File: config.mk
export PLATFORM = sky130hd
export DESIGN_NAME = imm_gen_pipe
export DESIGN_NICKNAME = d
export VERILOG_FILES = /design/src/rtl/imm_gen_pipe.sv
export SDC_FILE = /design/constraint.sdc
export NUM_CORES = 1
export LEC_CHECK = 0
export BUFFER_PORTS_ARGS = -buffer_cell sky130_fd_sc_hd__buf_4
export CORE_MARGIN = 10
export CORE_UTILIZATION = 40
export CTS_BUF_LIST = sky130_fd_sc_hd__clkbuf_2
export DETAILED_ROUTE_END_ITERATION = 10
export SYNTH_ARGS = -nofsm -noshare
export SYNTH_HDL_FRONTEND = slang
export SYNTH_HIERARCHICAL = 1
export SYNTH_SLANG_ARGS = --single-unit
File: constraint.sdc
create_clock -name clk -period 3 [get_ports clk]
set_clock_uncertainty 0.05 [all_clocks]
set_input_delay 0.15 -clock clk [delete_from_list [all_inputs] [get_ports clk]]
set_output_delay 0.15 -clock clk [all_outputs]
set_load 0.01 [all_outputs]
File: src/rtl/imm_gen_pipe.sv
// imm_gen_pipe: per-lane RISC-V immediate decoder feeding a 2-entry skid FIFO.
// Decode happens on the input side. Outputs come straight from the head entry.

// Single-lane immediate extraction and format classification.
module imm_gen_lane #(
  parameter int XLEN = 32
) (
  input  logic [31:0]     instr,
  input  logic            lane_valid,
  output logic [XLEN-1:0] imm,
  output logic [2:0]      fmt,
  output logic            vld
);
  localparam logic [2:0] FMT_NONE = 3'd0;
  localparam logic [2:0] FMT_I    = 3'd1;
  localparam logic [2:0] FMT_S    = 3'd2;
  localparam logic [2:0] FMT_B    = 3'd3;
  localparam logic [2:0] FMT_U    = 3'd4;
  localparam logic [2:0] FMT_J    = 3'd5;
  localparam logic [2:0] FMT_Z    = 3'd6;

  // Raw signed fields; a size cast to XLEN sign-extends them.
  logic signed [11:0] imm_i;
  logic signed [11:0] imm_s;
  logic signed [12:0] imm_b;
  logic signed [31:0] imm_u;
  logic signed [20:0] imm_j;
  logic [2:0]         f3;

  assign imm_i = instr[31:20];
  assign imm_s = {instr[31:25], instr[11:7]};
  assign imm_b = {instr[31], instr[7], instr[30:25], instr[11:8], 1'b0};
  assign imm_u = {instr[31:12], 12'b0};
  assign imm_j = {instr[31], instr[19:12], instr[20], instr[30:21], 1'b0};
  assign f3    = instr[14:12];

  // Opcode decode; unknown opcodes and empty lanes produce fmt 0 / imm 0.
  always_comb begin
    imm = '0;
    fmt = FMT_NONE;
    case (instr[6:0])
      7'b0000011, 7'b1100111: begin
        fmt = FMT_I;
        imm = XLEN'(imm_i);
      end
      7'b0010011: begin
        fmt = FMT_I;
        // Shift-immediates carry only the shamt; funct7 is not part of it.
        if (f3 == 3'b001 || f3 == 3'b101) imm = XLEN'(instr[24:20]);
        else                              imm = XLEN'(imm_i);
      end
      7'b0100011: begin
        fmt = FMT_S;
        imm = XLEN'(imm_s);
      end
      7'b1100011: begin
        fmt = FMT_B;
        imm = XLEN'(imm_b);
      end
      7'b0110111, 7'b0010111: begin
        fmt = FMT_U;
        imm = XLEN'(imm_u);
      end
      7'b1101111: begin
        fmt = FMT_J;
        imm = XLEN'(imm_j);
      end
      7'b1110011: begin
        if (f3 != 3'b000) begin
          fmt = FMT_Z;
          imm = XLEN'(instr[19:15]);
        end
      end
      default: begin
        fmt = FMT_NONE;
        imm = '0;
      end
    endcase
    if (!lane_valid) begin
      fmt = FMT_NONE;
      imm = '0;
    end
  end

  assign vld = (fmt != FMT_NONE);
endmodule

// Bundle-level wrapper: LANES decoders plus a 2-entry FIFO of decoded bundles.
module imm_gen_pipe #(
  parameter int LANES = 2,
  parameter int XLEN  = 32
) (
  input  logic                  clk,
  input  logic                  rst_n,
  input  logic                  in_valid,
  output logic                  in_ready,
  input  logic [LANES*32-1:0]   in_instr,
  input  logic [LANES-1:0]      in_lane_valid,
  input  logic                  flush,
  output logic                  out_valid,
  input  logic                  out_ready,
  output logic [LANES*XLEN-1:0] out_imm,
  output logic [LANES*3-1:0]    out_fmt,
  output logic [LANES-1:0]      out_lane_valid
);
  typedef struct packed {
    logic [LANES-1:0][XLEN-1:0] imm;
    logic [LANES-1:0][2:0]      fmt;
    logic [LANES-1:0]           lv;
  } entry_t;

  logic [LANES-1:0][XLEN-1:0] dec_imm;
  logic [LANES-1:0][2:0]      dec_fmt;
  logic [LANES-1:0]           dec_lv;
  entry_t                     dec;
  entry_t                     mem [2];
  entry_t                     head;
  logic                       wr_ptr;
  logic                       rd_ptr;
  logic [1:0]                 count;
  logic                       alive;
  logic                       push;
  logic                       pop;

  for (genvar g = 0; g < LANES; g++) begin : g_lane
    imm_gen_lane #(.XLEN(XLEN)) u_lane (
      .instr      (in_instr[32*g +: 32]),
      .lane_valid (in_lane_valid[g]),
      .imm        (dec_imm[g]),
      .fmt        (dec_fmt[g]),
      .vld        (dec_lv[g])
    );
  end

  assign dec = '{imm: dec_imm, fmt: dec_fmt, lv: dec_lv};

  // Handshake is a function of registered state only; alive keeps in_ready
  // low while reset is held and lifts it at the first edge afterwards.
  assign in_ready  = alive && (count != 2'd2);
  assign out_valid = (count != 2'd0);
  assign push      = in_valid && in_ready && !flush;
  assign pop       = out_valid && out_ready && !flush;

  assign head           = mem[rd_ptr];
  assign out_imm        = head.imm;
  assign out_fmt        = head.fmt;
  assign out_lane_valid = head.lv;

  // Reset-release marker.
  always_ff @(posedge clk or negedge rst_n) begin
    if (!rst_n) alive <= 1'b0;
    else        alive <= 1'b1;
  end

  // FIFO control: flush wins over push/pop; pointers wrap modulo 2.
  always_ff @(posedge clk or negedge rst_n) begin
    if (!rst_n) begin
      count  <= 2'd0;
      wr_ptr <= 1'b0;
      rd_ptr <= 1'b0;
    end else if (flush) begin
      count  <= 2'd0;
      wr_ptr <= 1'b0;
      rd_ptr <= 1'b0;
    end else begin
      if (push) wr_ptr <= ~wr_ptr;
      if (pop)  rd_ptr <= ~rd_ptr;
      case ({push, pop})
        2'b10:   count <= count + 2'd1;
        2'b01:   count <= count - 2'd1;
        default: count <= count;
      endcase
    end
  end

  // Entry storage; cleared on reset so every output port reads 0 while held.
  always_ff @(posedge clk or negedge rst_n) begin
    if (!rst_n) begin
      mem[0] <= '0;
      mem[1] <= '0;
    end else if (push) begin
      mem[wr_ptr] <= dec;
    end
  end
endmodule

Yosys cells after proc, flatten, opt, wreduce, memory -nomap -nowiden
Cells that the tools add are included.
{ "op_classes": {"add_sub_neg": 2, "eq_ne": 25, "bitwise_logic": 4, "n_reduce_logical": 23, "n_lt_le_gt_ge": 3, "muxes": 26} }
{ "ops": {"columns": ["op", "count"], "rows": [
  ["case mux 32 bit (7 select lines)", 2],
  ["two-way mux 72 bit", 4],
  ["bitwise mux 144 bit", 1],
  ["two-way mux 32 bit", 4],
  ["demux 72 bit (select 1 bit)", 1],
  ["== test 7 bit, second input constant", 8],
  ["case mux 3 bit (6 select lines)", 2],
  ["== test 7 x 5 -> 1 bit, second input constant", 4],
  ["== test 7 x 6 -> 1 bit, second input constant", 4],
  ["nonzero test 3 bit", 5],
  ["== test 7 x 2 -> 1 bit, second input constant", 2],
  ["two-way mux 3 bit", 4],
  ["two-way mux 5 bit", 2],
  ["OR reduction 2 bit", 4],
  ["== test 3 x 1 -> 1 bit, second input constant", 2],
  ["== test 3 bit, second input constant", 2],
  ["logical AND 1 bit", 6],
  ["nonzero test 2 bit", 3],
  ["OR reduction 3 bit", 2],
  [">= comparator 2 bit, second input constant", 2],
  ["two-way mux 1 bit", 4],
  ["NOT 1 -> 2 bit", 2],
  ["case mux 2 bit (2 select lines)", 1],
  ["adder 2 x 1 -> 2 bit, second input constant", 1],
  ["9 further kinds", 11]
]} }
{ "word_totals": {"inputBits": 71, "register_bits": 149} }

Logic depth before layout (Yosys ltp)
{ "depth": {"depth_word": 7, "depth_mapped": 7, "ltp_nobuf": 5} }

Modules after synthesis
Netlist, hierarchy kept.
{ "by_module_without_submodules": {"columns": ["mod", "seq_area_each_um2", "area_each_um2", "cells_each", "n_inst"], "rows": [
  ["imm_gen_pipe", 3728.6, 6718.9, 410, 1],
  ["imm_gen_lane", 0.0, 688.2, 115, 2]
]} }

Worst setup path after synthesis
OpenSTA, ideal clock, no wires.
{ "synth_path": {"path_kind": "register -> register", "start": "register count[1]", "end": "register mem[100] (netlist name)", "required_time_ns": 2.825, "stages_incl_launch_ff": 6, "arrival_ns": 1.628, "slack_ns": 1.197, "synth_period_minus_slack_ns": 1.803, "n_path_buf": 2, "path_cell_list": "dfrtp_1 -> nor2b_1 -> or4_1 -> buf_6 -> buf_6 -> mux2_4"} }
{ "synth_between": {"elab_chain_len": 4} }
{ "synth_rtl": {"columns": ["item", "line", "source"], "rows": [
  ["start, declared", "120", "logic [1:0] count;"],
  ["start signal, assigned", "169", "2'b10: count <= count + 2'd1;"],
  ["start signal, assigned", "170", "2'b01: count <= count - 2'd1;"],
  ["start signal, assigned", "171", "default: count <= count;"],
  ["inequality test 2 bit", "139", "assign in_ready = alive && (count != 2'd2);"],
  ["logical AND 1 bit", "139", null],
  ["logical AND 1 bit (2 in series)", "141", "assign push = in_valid && in_ready && !flush;"],
  ["end, declared", "116", "entry_t mem [2];"]
]} }
No other way between the ends.
A chain may end at the register's enable or synchronous reset.

Final worst setup path
{ "layout_path": {"start": "register rd_ptr", "end": "output port out_imm[52]"} }
{ "layout_between": {"elab_chain_len": 4} }
{ "layout_rtl": {"columns": ["item", "line", "source"], "rows": [
  ["start, declared", "119", "logic rd_ptr;"],
  ["start signal, assigned", "167", "if (pop) rd_ptr <= ~rd_ptr;"],
  ["NOT 1 -> 2 bit (not written as such)", "144", "assign head = mem[rd_ptr];"],
  ["two-way mux 72 bit (not written as such) (3 in series)", "144", null],
  ["end, declared", "102", "output logic [LANES*XLEN-1:0] out_imm,"]
]} }
No other way between the ends. The select of a mux whose other input is x is not followed.

==> impl_metrics.toml <==
[outcome]
run_status = "finished, final reports clean"

[sta]
tightest_slew_ns = 0.924
fin_crit_sh_pct = 86.6
unrepaired_setup_endpoints_after_global_routing = "no"
timing.fmax_mhz = 385
setup_violations = 0
timing.setup.tns_ns = 0
timing.max_slew.rel_slack_pct = 38.2
slew_violations = 0
final_period_minus_worst_setup_slack_ns = 2.60
final-hold-violation-count = 0
setup_slack_ns = 0.402

[yosys]
yosysMostFrequentCell = "dfrtp_1"
postSynthNetCount = 711
synth_top_cells_by_area = "dfrtp_1 (46%), mux2_2 (20%), mux2_4 (13%)"
seq_area_frac_synth_pct = 46.1
ys_dominant_reg_cell = "dfrtp_1"
synth_area_sq_um = 8100
ys_warn_count = 6
synthDistinctLibCells = 53
synth-edff-count = 0
syn_area_per_cell_sq_um = 12.6
syn_inst = 640
synth_seq_cells = 149
yosys.area.top_type_share_pct = 46.1
synth-async-reset-ratio_pct = 100
post_synth_most_frequent_cells = "dfrtp_1 (149), mux2_2 (146), mux2_4 (70)"
synth.largest_area_cell = "dfrtp_1"

[final_layout]
flow.area_growth_from_synthesis_pct = 27.3
insertedDiodeCount = 0
final_layout_size_suffix_gt1_share_pct = 49.9
post-route-util_pct = 52.3
nets = 909

[power_and_ir_drop]
static_leakage_nw = 4.99
vdd.ir_drop.worst_v = 0.000256
power.density_cell_area_nw_per_um2 = 355

[clock_tree]
clock_tree.htree_level_count = 4
cts.sinks = 149
post_cts_buffers = 0
clkLatencyLatePin_ns = 0.67
clock_tree_from_tritoncts = "built"
clk_pin_slew_worst_paths_ns = 0.21
clockRootBuffer = "clkbuf_2"
cts-root-to-sink-buffers = 2
clock_buffers_created_by_tritoncts = 17

[worst_setup_path]
worst_path_max_delay_cell = "dfrtp_4"
timing.critical_path.cells = "buf_12, mux2_2, buf_4"
critPathLaunchType = "flop"
crit_required_ns = 2.80
timing.critical_path.slowest_cell_delay_ns = 0.80
reg2reg_depth = 4
timing.critical_path.buf_inv = 2
critical_path.endpoint_type = "primary output"
timing.critical_path.fanout_max = 42
crit_type = "reg -> out"
worstReg2RegStart = "count[0]"
reg2reg_slack_ns = 0.65
critical_path.reg2reg.endpoint = "mem[143]"
critPathArrivalTime_ns = 2.40
cpLargestDelayFamily = "flip-flops"

[grt]
grt_antenna_before_repair = 0
first_pass_grt_wire_length_mm = 36.7
maximum_number_of_pins_on_one_net_before_global_route_repair = 85
grtUsageTotal_pct = 17.1
grt_remaining_overflow = 0
vias_in_the_first_global_route = 6638

[job]
max_cap_viol_count = 0

[floorplan]
initial_cell_density_of_the_core_pct = 41.1
die_height_microns = 162
fp_rows = 51
floorplan.die.width_microns = 162
design.core.area_sq_um = 19700
num_io_pins = 145
design.die.area_sq_um = 26300

[worst_hold_path]
min_delay_worst_endpoint = "mem[123]"
worst_hold_path.num_cells = 5
worst_hold_startpoint = "in_instr[35]"
class_of_the_tightest_hold_or_removal_check = "in -> reg"

[detailed_routing]
total_wire_length_after_detailed_routing_mm = 22.5
drt_iter0_drc = 356
wire_per_inst_microns = 20.2
drtAntennaViolNets = 0
route.detailed.vias_per_inst = 5.45
dr_total_vias = 6073
drtPass1Iterations = 7
drc = 0

[placed_design]
place.port_buffers = 144
dp.final_hpwl_mm = 15.5
dp_slack_ns = 0.639
gp_congestion = 0.855
[worst min-delay path: stages]
cell     delay (ns)
buf_4          0.14
nor4_1         0.09
nand2_1        0.08
a31oi_1        0.10
mux2_4         0.28
[routing by layer]
metal,global-route usage [%],wire length [microns],up-vias
met5,0,0,-
met4,3.64,259,0
met3,5.08,1650,23
met2,27.8,11000,260
met1,21.9,9660,3060
li1,-,-,2730
[flip-flops by register name (all words and copies together), names as in the netlist]
register / count
alive: 1
rd_ptr: 1
wr_ptr: 1
mem: 144
count: 2
[layout make-up]
type | instances | area, sq um
clock inverters | 13 | 160
repair buffers | 221 | 1860
multi-input cells | 441 | 4100
clock buffers | 18 | 90.1
inverters | 8 | 30.0
fillers | 1673 | 9410
flip-flops and latches | 149 | 3730
well taps | 265 | 332
[report_power, final]
part / switching, mW / internal (mW)
registers: 0.0192 / 2.02
logic: 0.212 / 0.204
clock network: 0.741 / 0.459
[placed cells by master (no fill, tap or decap), drive strengths merged, types with 4 or more instances in the layout]
master	synthesis	layout
o21ai	6	6
nor4	8	8
nand3	7	7
a222oi	8	8
clkbuf	12	18
nor2	17	17
nor2b	8	8
nor4b	5	5
nand2	47	47
clkinvlp	0	4
and2	4	4
clkinv	0	6
a211oi	4	4
dlygate4sd3	0	63
inv	8	8
buf	30	158
a21oi	46	46
nand4b	4	4
mux2	216	216
nor3b	12	12
dfrtp	149	149
nor3	6	6
a31oi	5	5
[worst max path at each step]
stage | startpoint | endpoint | cells past startpoint
2_1_floorplan | count[1] | mem[100] | 5
3_3_place_gp | count[0] | mem[114] | 4
3_5_place_dp | count[0] | mem[116] | 4
4_1_cts | rd_ptr | out_imm[52] | 3
5_1_grt | rd_ptr | out_imm[52] | 3
6_report | rd_ptr | out_imm[52] | 3
[through the flow]
stage                     std cells  hold slack (ns)  power, mW  instance area [sq um]
after floorplan                 640           -0.196       2.24                   8100
after global placement         1021            0.227       2.42                   9420
after detailed placement       1021            0.244       2.43                   9420
after CTS                      1115           0.0345       3.70                  10300
after global routing           1115           0.0479       3.82                  10300
final                          1115            0.143       3.66                  10300
[cells by family (layout without fill, tap and decap cells)]
kind of cell | count (synthesis) | after routing | synth area share, %
other cells | 1 | 1 | 0.0463
compound gates | 88 | 88 | 7.59
flops | 149 | 149 | 46.1
mux | 216 | 216 | 33.3
simple gates | 135 | 135 | 9.51
buf+inv | 50 | 260 | 3.40
xor+xnor | 1 | 1 | 0.108
[what timing repair did]
| item | CTS | global route |
|---|---|---|
| resized for setup | 0 | 0 |
| hold buffers | 63 | 0 |
| hold endpoints to repair | 242 | 0 |
(Power assumes the default switching activity.)
